--- src/rtl/dac_pkg.sv ---
// dac_pkg: shared DAC serial-frame constants, FSM state enum and (port, lane, bit) to word-index mapping
package dac_pkg;
  localparam int PORTS      = 12;
  localparam int LANES      = 8;
  localparam int CODE_W     = 8;
  localparam int CNT_W      = 16;
  localparam int FRAME_BITS = 16;
  localparam int PD_BITS    = 2;
  localparam int PAD_BITS   = 6;
  localparam int NLANES     = PORTS * LANES;
  localparam int WORD_W     = NLANES * CODE_W;
  typedef enum logic [1:0] {ST_IDLE, ST_SHIFT, ST_COMMIT} rx_state_e;
  function automatic int word_idx(input int p, input int l, input int b);
    return l * PORTS * CODE_W + p * CODE_W + b;
  endfunction
endpackage

--- src/rtl/dac_frame_rx_if.sv ---
// dac_frame_rx_if: receiver bus (ACTIVE_N, CLR_ERR, SYNC_IN, SDIN_IN in; NMBR_RX, FRAME_VALID, FRAME_CNT, LEN/PD/PAD_ERR out; DAC_RX_CMP_EN adds NMBR_EXP, CMP_ERR, CMP_CNT)
interface dac_frame_rx_if;
  import dac_pkg::*;
  logic              ACTIVE_N;
  logic              CLR_ERR;
  logic              SYNC_IN;
  logic [NLANES-1:0] SDIN_IN;
  logic [WORD_W-1:0] NMBR_RX;
  logic              FRAME_VALID;
  logic [CNT_W-1:0]  FRAME_CNT;
  logic              LEN_ERR;
  logic              PD_ERR;
  logic              PAD_ERR;
`ifdef DAC_RX_CMP_EN
  logic [WORD_W-1:0] NMBR_EXP;
  logic              CMP_ERR;
  logic [CNT_W-1:0]  CMP_CNT;
`endif
  modport master (
    output ACTIVE_N, CLR_ERR, SYNC_IN, SDIN_IN,
`ifdef DAC_RX_CMP_EN
    output NMBR_EXP,
    input  CMP_ERR, CMP_CNT,
`endif
    input  NMBR_RX, FRAME_VALID, FRAME_CNT, LEN_ERR, PD_ERR, PAD_ERR
  );
  modport slave (
    input  ACTIVE_N, CLR_ERR, SYNC_IN, SDIN_IN,
`ifdef DAC_RX_CMP_EN
    input  NMBR_EXP,
    output CMP_ERR, CMP_CNT,
`endif
    output NMBR_RX, FRAME_VALID, FRAME_CNT, LEN_ERR, PD_ERR, PAD_ERR
  );
endinterface

--- src/rtl/dac_rx_lane.sv ---
// dac_rx_lane: one lane's 16-bit frame shifter (SCLK, RESET_N, en, d in; code MSB-at-0, pd_nz, pad_nz out)
module dac_rx_lane
  import dac_pkg::*;
(
  input  logic              SCLK,
  input  logic              RESET_N,
  input  logic              en,
  input  logic              d,
  output logic [CODE_W-1:0] code,
  output logic              pd_nz,
  output logic              pad_nz
);
  logic [FRAME_BITS-1:0] sr;
  always_ff @(posedge SCLK)
    if (!RESET_N) sr <= '0;
    else if (en) sr <= {sr[FRAME_BITS-2:0], d};
  for (genvar b = 0; b < CODE_W; b++) begin : g_code
    assign code[b] = sr[FRAME_BITS-1-PD_BITS-b];
  end
  assign pd_nz  = |sr[FRAME_BITS-1 -: PD_BITS];
  assign pad_nz = |sr[PAD_BITS-1:0];
endmodule

--- src/rtl/dac_frame_rx.sv ---
// dac_frame_rx: serial DAC frame receiver (SCLK, RESET_N, dac_frame_rx_if.slave bus); DAC_RX_CMP_EN enables expected-word compare
module dac_frame_rx
  import dac_pkg::*;
(
  input logic           SCLK,
  input logic           RESET_N,
  dac_frame_rx_if.slave bus
);
  rx_state_e         state_q, state_d;
  logic [4:0]        cnt_q, cnt_d;
  logic              shift_en, commit, good;
  logic              fv_q, len_q, pd_q, pad_q;
  logic [NLANES-1:0] pd_nz, pad_nz;
  logic [CODE_W-1:0] code [NLANES];
  logic [WORD_W-1:0] word, nmbr_q;
  logic [CNT_W-1:0]  fcnt_q;
  for (genvar k = 0; k < NLANES; k++) begin : g_lane
    dac_rx_lane u_lane (
      .SCLK    (SCLK),
      .RESET_N (RESET_N),
      .en      (shift_en),
      .d       (bus.SDIN_IN[k]),
      .code    (code[k]),
      .pd_nz   (pd_nz[k]),
      .pad_nz  (pad_nz[k])
    );
    for (genvar b = 0; b < CODE_W; b++) begin : g_bit
      assign word[word_idx(k / LANES, k % LANES, b)] = code[k][b];
    end
  end
  always_comb begin
    shift_en = bus.ACTIVE_N & ~bus.SYNC_IN;
    state_d  = state_q;
    cnt_d    = cnt_q;
    commit   = 1'b0;
    if (bus.ACTIVE_N) begin
      state_d = bus.SYNC_IN ? (state_q == ST_SHIFT ? ST_COMMIT : ST_IDLE) : ST_SHIFT;
      cnt_d   = bus.SYNC_IN ? cnt_q : state_q != ST_SHIFT ? 5'd1 : cnt_q == 5'd17 ? cnt_q : cnt_q + 5'd1;
      commit  = bus.SYNC_IN && state_q == ST_SHIFT;
    end
  end
  assign good = commit && cnt_q == 5'd16;
  always_ff @(posedge SCLK)
    if (!RESET_N) begin
      state_q <= ST_IDLE;
      cnt_q   <= '0;
    end else begin
      state_q <= state_d;
      cnt_q   <= cnt_d;
    end
  always_ff @(posedge SCLK)
    if (!RESET_N) begin
      fv_q   <= 1'b0;
      nmbr_q <= '0;
      fcnt_q <= '0;
      len_q  <= 1'b0;
      pd_q   <= 1'b0;
      pad_q  <= 1'b0;
    end else if (bus.ACTIVE_N) begin
      fv_q   <= good;
      nmbr_q <= good ? word : nmbr_q;
      fcnt_q <= fcnt_q + CNT_W'(good);
      len_q  <= (commit && !good) || (len_q && !bus.CLR_ERR);
      pd_q   <= (good && |pd_nz) || (pd_q && !bus.CLR_ERR);
      pad_q  <= (good && |pad_nz) || (pad_q && !bus.CLR_ERR);
    end else begin
      fv_q   <= 1'b0;
    end
  assign bus.NMBR_RX     = nmbr_q;
  assign bus.FRAME_VALID = fv_q & bus.ACTIVE_N;
  assign bus.FRAME_CNT   = fcnt_q;
  assign bus.LEN_ERR     = len_q;
  assign bus.PD_ERR      = pd_q;
  assign bus.PAD_ERR     = pad_q;
`ifdef DAC_RX_CMP_EN
  logic             cmp_q, miss;
  logic [CNT_W-1:0] ccnt_q;
  assign miss = good && word != bus.NMBR_EXP;
  always_ff @(posedge SCLK)
    if (!RESET_N) begin
      cmp_q  <= 1'b0;
      ccnt_q <= '0;
    end else if (bus.ACTIVE_N) begin
      cmp_q  <= miss || (cmp_q && !bus.CLR_ERR);
      ccnt_q <= ccnt_q + CNT_W'(miss);
    end
  assign bus.CMP_ERR = cmp_q;
  assign bus.CMP_CNT = ccnt_q;
`endif
endmodule

--- src/flat_wrapper.sv ---
// flat-port wrapper written by rule: the top's interface ports become plain ports
module dac_frame_rx_flat import dac_pkg::*;
  (SCLK, RESET_N, bus_ACTIVE_N, bus_CLR_ERR, bus_SYNC_IN, bus_SDIN_IN, bus_NMBR_RX, bus_FRAME_VALID, bus_FRAME_CNT, bus_LEN_ERR, bus_PD_ERR, bus_PAD_ERR);
  dac_frame_rx_if bus_i ();
  input logic SCLK;
  input logic RESET_N;
  input wire logic [$bits(bus_i.ACTIVE_N)-1:0] bus_ACTIVE_N;
  input wire logic [$bits(bus_i.CLR_ERR)-1:0] bus_CLR_ERR;
  input wire logic [$bits(bus_i.SYNC_IN)-1:0] bus_SYNC_IN;
  input wire logic [$bits(bus_i.SDIN_IN)-1:0] bus_SDIN_IN;
  output wire logic [$bits(bus_i.NMBR_RX)-1:0] bus_NMBR_RX;
  output wire logic [$bits(bus_i.FRAME_VALID)-1:0] bus_FRAME_VALID;
  output wire logic [$bits(bus_i.FRAME_CNT)-1:0] bus_FRAME_CNT;
  output wire logic [$bits(bus_i.LEN_ERR)-1:0] bus_LEN_ERR;
  output wire logic [$bits(bus_i.PD_ERR)-1:0] bus_PD_ERR;
  output wire logic [$bits(bus_i.PAD_ERR)-1:0] bus_PAD_ERR;
  assign bus_i.ACTIVE_N = bus_ACTIVE_N;
  assign bus_i.CLR_ERR = bus_CLR_ERR;
  assign bus_i.SYNC_IN = bus_SYNC_IN;
  assign bus_i.SDIN_IN = bus_SDIN_IN;
  assign bus_NMBR_RX = bus_i.NMBR_RX;
  assign bus_FRAME_VALID = bus_i.FRAME_VALID;
  assign bus_FRAME_CNT = bus_i.FRAME_CNT;
  assign bus_LEN_ERR = bus_i.LEN_ERR;
  assign bus_PD_ERR = bus_i.PD_ERR;
  assign bus_PAD_ERR = bus_i.PAD_ERR;
  dac_frame_rx u_core (.SCLK(SCLK), .RESET_N(RESET_N), .bus(bus_i));
endmodule
--- config.mk ---
export PLATFORM = sky130hd
export DESIGN_NAME = dac_frame_rx_flat
export DESIGN_NICKNAME = d
export VERILOG_FILES = /design/src/rtl/dac_pkg.sv /design/src/rtl/dac_frame_rx_if.sv /design/src/rtl/dac_rx_lane.sv /design/src/rtl/dac_frame_rx.sv /design/src/flat_wrapper.sv
export SDC_FILE = /design/constraint.sdc
export NUM_CORES = 2
export LEC_CHECK = 0
export CAP_MARGIN = 25
export CORE_MARGIN = 2
export CORE_UTILIZATION = 35
export DETAILED_ROUTE_END_ITERATION = 6
export SETUP_SLACK_MARGIN = 0.05
export SYNTH_ARGS = -nofsm -noshare
export SYNTH_HDL_FRONTEND = slang
export SYNTH_HIERARCHICAL = 1
export SYNTH_SLANG_ARGS = --single-unit
export TNS_END_PERCENT = 5
--- constraint.sdc ---
create_clock -name SCLK -period 4.2 [get_ports SCLK]
set_input_delay 0.42 -clock SCLK [delete_from_list [all_inputs] [get_ports SCLK]]
set_output_delay 0.42 -clock SCLK [all_outputs]
set_load 0.01 [all_outputs]
==> run summary <==
Setup repair after global routing left no endpoint under its margin. The region available for standard cell placement spans 270,000 µm². The tools report the overall power of the completed layout as 47.3 mW.

The count of fill cells added during filler insertion was 26,100. The congestion estimate from routability-driven global placement came to 0.819. Summing all flip-flop and latch instances after layout gives 46,700 µm². The area fraction in and, or, nand and nor cells after synthesis came out at 19.0%. The global routing usage summed across all routing layers is 17.2%, and the horizontal extent of the die is 525 µm.

The number of input and output port buffers inserted is 888, and the post-detailed-route DRC marker count is 0. The number of H-tree levels was 5; the shortest period the worst path allows was 2.91 ns. When the netlist entered floorplanning its net count stood at 9,684.

The endpoint arrival time on the critical path was 3.70 ns; the sum of net half-perimeters after detailed placement was 171,000 µm. The maximum buffer depth of the clock tree came out at 4. In this run the count of I/O pins placed on the die edge is 889. Buffer cell driving the clock tree root: sky130_fd_sc_hd__clkbuf_16. Of the synthesized area, sequential elements account for 49.2%.

The logs give 5 for the number of detailed-route iterations in the first pass and 263 for the total clock buffers created by CTS. The worst register-to-register path has a setup slack of 1.29 ns. Power spread over the standard cell area amounts to 438 nW/µm². The number of slew-limit violations in the final report was 0. The cell count after synthesis came out at 9,578. The tools report the number of antenna violations at the first check in global routing as 42.

The tree built by TritonCTS fans out to 2,331 sinks. The logs give 0 for the total of hold buffers inserted after clock tree synthesis and 0 for the post-CTS setup repair buffer count. The tool flagged a number of max-cap violations equal to 0.

The busiest layer in global routing is met2. STA classifies the critical path startpoint as a flip-flop. TritonCTS built the clock tree.

Row generation in the floorplan step produced 191 rows. The mux contribution to synthesized area works out to 16.2%. The worst endpoint required time came out at 4.99 ns. The clock latency of the later-clocked register in the worst-skew pair is 0.86 ns, and the number of hold-slack violations in the final timing report is 0. Compared with the post-synthesis result, the final layout area differs by 13.8%. After clock tree synthesis, the clock-pin slew on the worst setup and hold paths is 0.06 ns. Critical path capture point type: a flip-flop.

Of all nets on the critical path, the largest fanout is 186. The met1 track demand over resource in global routing was 22.7%. The analysis attributes to cell leakage a power of 36.9 nW. The floorplan step defined a die boundary enclosing 275,000 µm². The fraction of met2 tracks used by global routing was 27.9%; the maximum operating frequency was 344 MHz. The chip height works out to 525 µm.

The mapped netlist covers 94,900 µm². Counting both buffers and inverters, the worst setup path holds a total of 3. The signal on the critical path passes through inv_1 > ha_1 > nand4bb_1 > or2_4 > buf_12 > buf_12 > nand2_1 > a21oi_1. IR analysis of the VDD net gives a maximum drop of 0.297 mV. Summing the areas of all compound-gate instances in the mapped netlist gives 4.19% of the synthesized area. The run gives 0 ns as the total negative slack for setup checks. For this run, global-route usage on met3 was measured as 4.12%. The synthesized area divided by synthesized cell count works out to 9.91 µm². Global routing finished with a remaining overflow of 0. The worst setup slack after placement was 0.971 ns; the parity-gate share of the synthesized area counting xor and xnor cells was 0.102%. For the total number of vias, the log shows 61,400. The detailed router finished its first iteration with 3,154 violations. The clock arrives with 0.0315 ns of skew.

The net count of the finished layout is 9,635. In this design, the stage delay of the slowest critical-path cell is 0.48 ns. For this configuration, the core starts out at a cell density of 35.1%. After detailed routing, the average wire length per cell comes to 18.6 µm. The final routed wirelength across all metal layers came out at 248,000 µm. Headroom to the max-slew limit came out at 17.3%. The run gives 270 as the largest net degree at the start of global routing. Once routing completed, OpenROAD measured the worst setup slack at 1.29 ns. The detail route stage leaves a number of antenna-violating nets equal to 0.

The run gives 37,600 µm² as the area taken by multi-input logic gates. The most frequent cell on the critical path was sky130_fd_sc_hd__buf_12. Synthesized flop and latch total: 2,331. The cell type of the slowest stage on the worst timing path was sky130_fd_sc_hd__buf_12.

The netlist uses 39 different library cells. The critical path is of the reg -> reg type. The run finished with clean final reports.

For the pin with the worst max-slew slack, the measured transition is 1.24 ns. The cell type group with the largest total delay on the critical path was buffers and inverters. The fraction of final layout cells with drive strength greater than 1 was 6.40%. Once the clock tree was built, the resizer swapped 0 gates to a different size. The final clock period utilization by the worst path is 69.3%. The number of vias per cell after detailed routing works out to 4.61.

The number of global-route vias before repair was 59,600; the adder-cell share of the synthesized area was 0.0659%. Setup violations remaining at the end of the flow were counted as 0. The type of the worst min-delay path was in -> reg. The logs give 372,000 µm for the wire length of the first global-routing pass and 6 for the Yosys warning count. The combinational family with the most area after synthesis is simple AND/OR/NAND/NOR gates.
-- cells in the mapped netlist --
cell type,number,share of area [%]
sky130_fd_sc_hd__nand4_1,19,0.13
sky130_fd_sc_hd__and2_1,1,0.0066
sky130_fd_sc_hd__nand3_1,2,0.011
sky130_fd_sc_hd__nand3b_1,1,0.0079
sky130_fd_sc_hd__and4_1,1,0.0092
sky130_fd_sc_hd__nand2b_1,3,0.020
sky130_fd_sc_hd__ha_1,5,0.066
sky130_fd_sc_hd__or2_1,1,0.0066
sky130_fd_sc_hd__nor2_1,112,0.44
sky130_fd_sc_hd__a41oi_1,1,0.0092
sky130_fd_sc_hd__o21ai_0,7,0.037
sky130_fd_sc_hd__or3_1,5,0.033
sky130_fd_sc_hd__or2_2,96,0.63
sky130_fd_sc_hd__a2bb2oi_1,2,0.018
sky130_fd_sc_hd__buf_4,768,6.1
sky130_fd_sc_hd__xnor2_1,5,0.046
sky130_fd_sc_hd__nand4bb_1,1,0.012
sky130_fd_sc_hd__nand2_1,1641,6.5
sky130_fd_sc_hd__xor2_1,6,0.055
sky130_fd_sc_hd__buf_1,1,0.0040
sky130_fd_sc_hd__dfxtp_1,2331,49
sky130_fd_sc_hd__buf_12,96,2.0
sky130_fd_sc_hd__a31oi_1,1,0.0066
sky130_fd_sc_hd__nor4_1,148,0.98
sky130_fd_sc_hd__or4_1,2,0.016
sky130_fd_sc_hd__o21a_1,1,0.0079
sky130_fd_sc_hd__inv_2,2,0.0079
sky130_fd_sc_hd__inv_1,6,0.024
sky130_fd_sc_hd__buf_6,152,1.8
sky130_fd_sc_hd__nand4b_1,1,0.0092
sky130_fd_sc_hd__a21oi_1,777,4.1
sky130_fd_sc_hd__buf_2,95,0.50
sky130_fd_sc_hd__o31ai_1,1,0.0079
sky130_fd_sc_hd__mux2_2,1,0.012
sky130_fd_sc_hd__mux2i_1,1538,16
sky130_fd_sc_hd__clkbuf_1,204,0.81
sky130_fd_sc_hd__nor3_1,4,0.021
sky130_fd_sc_hd__and3_1,3,0.020
sky130_fd_sc_hd__nor2b_1,1537,10
-- worst register-to-register path: cells and delay by family, from the launching register on --
family,cells,cell delay (ns)
DFF,1,0.41
AOI/OAI and AO/OA,1,0.19
adders and majority gates,1,0.20
buffers and inverters,3,1.11
and+or+nand+nor,3,0.94
-- logic make-up after synthesis --
group / Yosys count
XOR/XNOR: 11
multiplexers: 1539
AO/OA/AOI/OAI: 790
adder cells (fa/ha/maj): 5
flip-flops: 2331
buffers and inverters: 1324
AND/OR/NAND/NOR: 3578
-- path summary, 6_finish.rpt --
kind / endpoint / start / cells after the start
max: u_core/bus.NMBR_RX[36] / u_core/cnt_q[0] / 8
max reg2reg: u_core/bus.NMBR_RX[36] / u_core/cnt_q[0] / 8
min reg2reg: u_core/bus.NMBR_RX[134] / u_core/g_lane[33].u_lane/sr[7] / 2
min: u_core/g_lane[77].u_lane/sr[10] / RESET_N / 2
-- registers in the layout, indices dropped and copies added, names as in the netlist --
signal and flops:
u_core/g_lane.u_lane/sr 1536, u_core/bus.LEN_ERR 1, u_core/fv_q 1, u_core/bus.FRAME_CNT 16, u_core/bus.PAD_ERR 1, u_core/bus.PD_ERR 1, u_core/state_q 2, u_core/cnt_q 5
u_core/bus.NMBR_RX 768
-- power breakdown --
group          total [mW]  switching (mW)  internal [mW]
clock                23.3            9.36           13.9
sequential           22.2          0.0544           22.2
combinational        1.73           0.962          0.765
total                47.3            10.4           36.9
-- metrics by stage --
stage	instance area, µm²	hold slack [ns]	std cells	util, %
2_1_floorplan	94900	0.459	9578	-
3_3_place_gp	99000	0.442	12800	36.6
3_5_place_dp	99100	0.446	12800	36.7
4_1_cts	108000	0.0849	13300	39.9
5_1_grt	108000	0.0974	13300	39.9
6_report	108000	0.0876	13300	39.9
-- cell usage in the layout (no fill, tap or decap), types with 64 or more instances in the layout --
cell type	count
sky130_fd_sc_hd__a21oi_1	777
sky130_fd_sc_hd__dfxtp_1	2331
sky130_fd_sc_hd__nand2_1	1641
sky130_fd_sc_hd__clkbuf_8	64
sky130_fd_sc_hd__nor2_1	112
sky130_fd_sc_hd__clkdlybuf4s50_1	887
sky130_fd_sc_hd__mux2i_1	1538
sky130_fd_sc_hd__clkbuf_16	268
sky130_fd_sc_hd__buf_4	69
sky130_fd_sc_hd__nor2b_1	1537
sky130_fd_sc_hd__or2_2	96
sky130_fd_sc_hd__nor4_1	142
-- cell type report --
cell class,count,area share (%)
Timing Repair Buffer,1002,9.55
Clock buffer,390,7.23
Multi-Input combinational cell,5923,34.8
Clock inverter,68,0.946
Inverter,8,0.0487
Antenna cell,19,0.0440
Sequential cell,2331,43.2
Tap cell,3570,4.14
-- layer usage --
metal	part of all wire [%]	wire, µm
met1	46	114000
met2	46	113000
met3	5.6	13900
met4	2.5	6180
met5	0.092	228
Power figures use the tool's default switching activity.
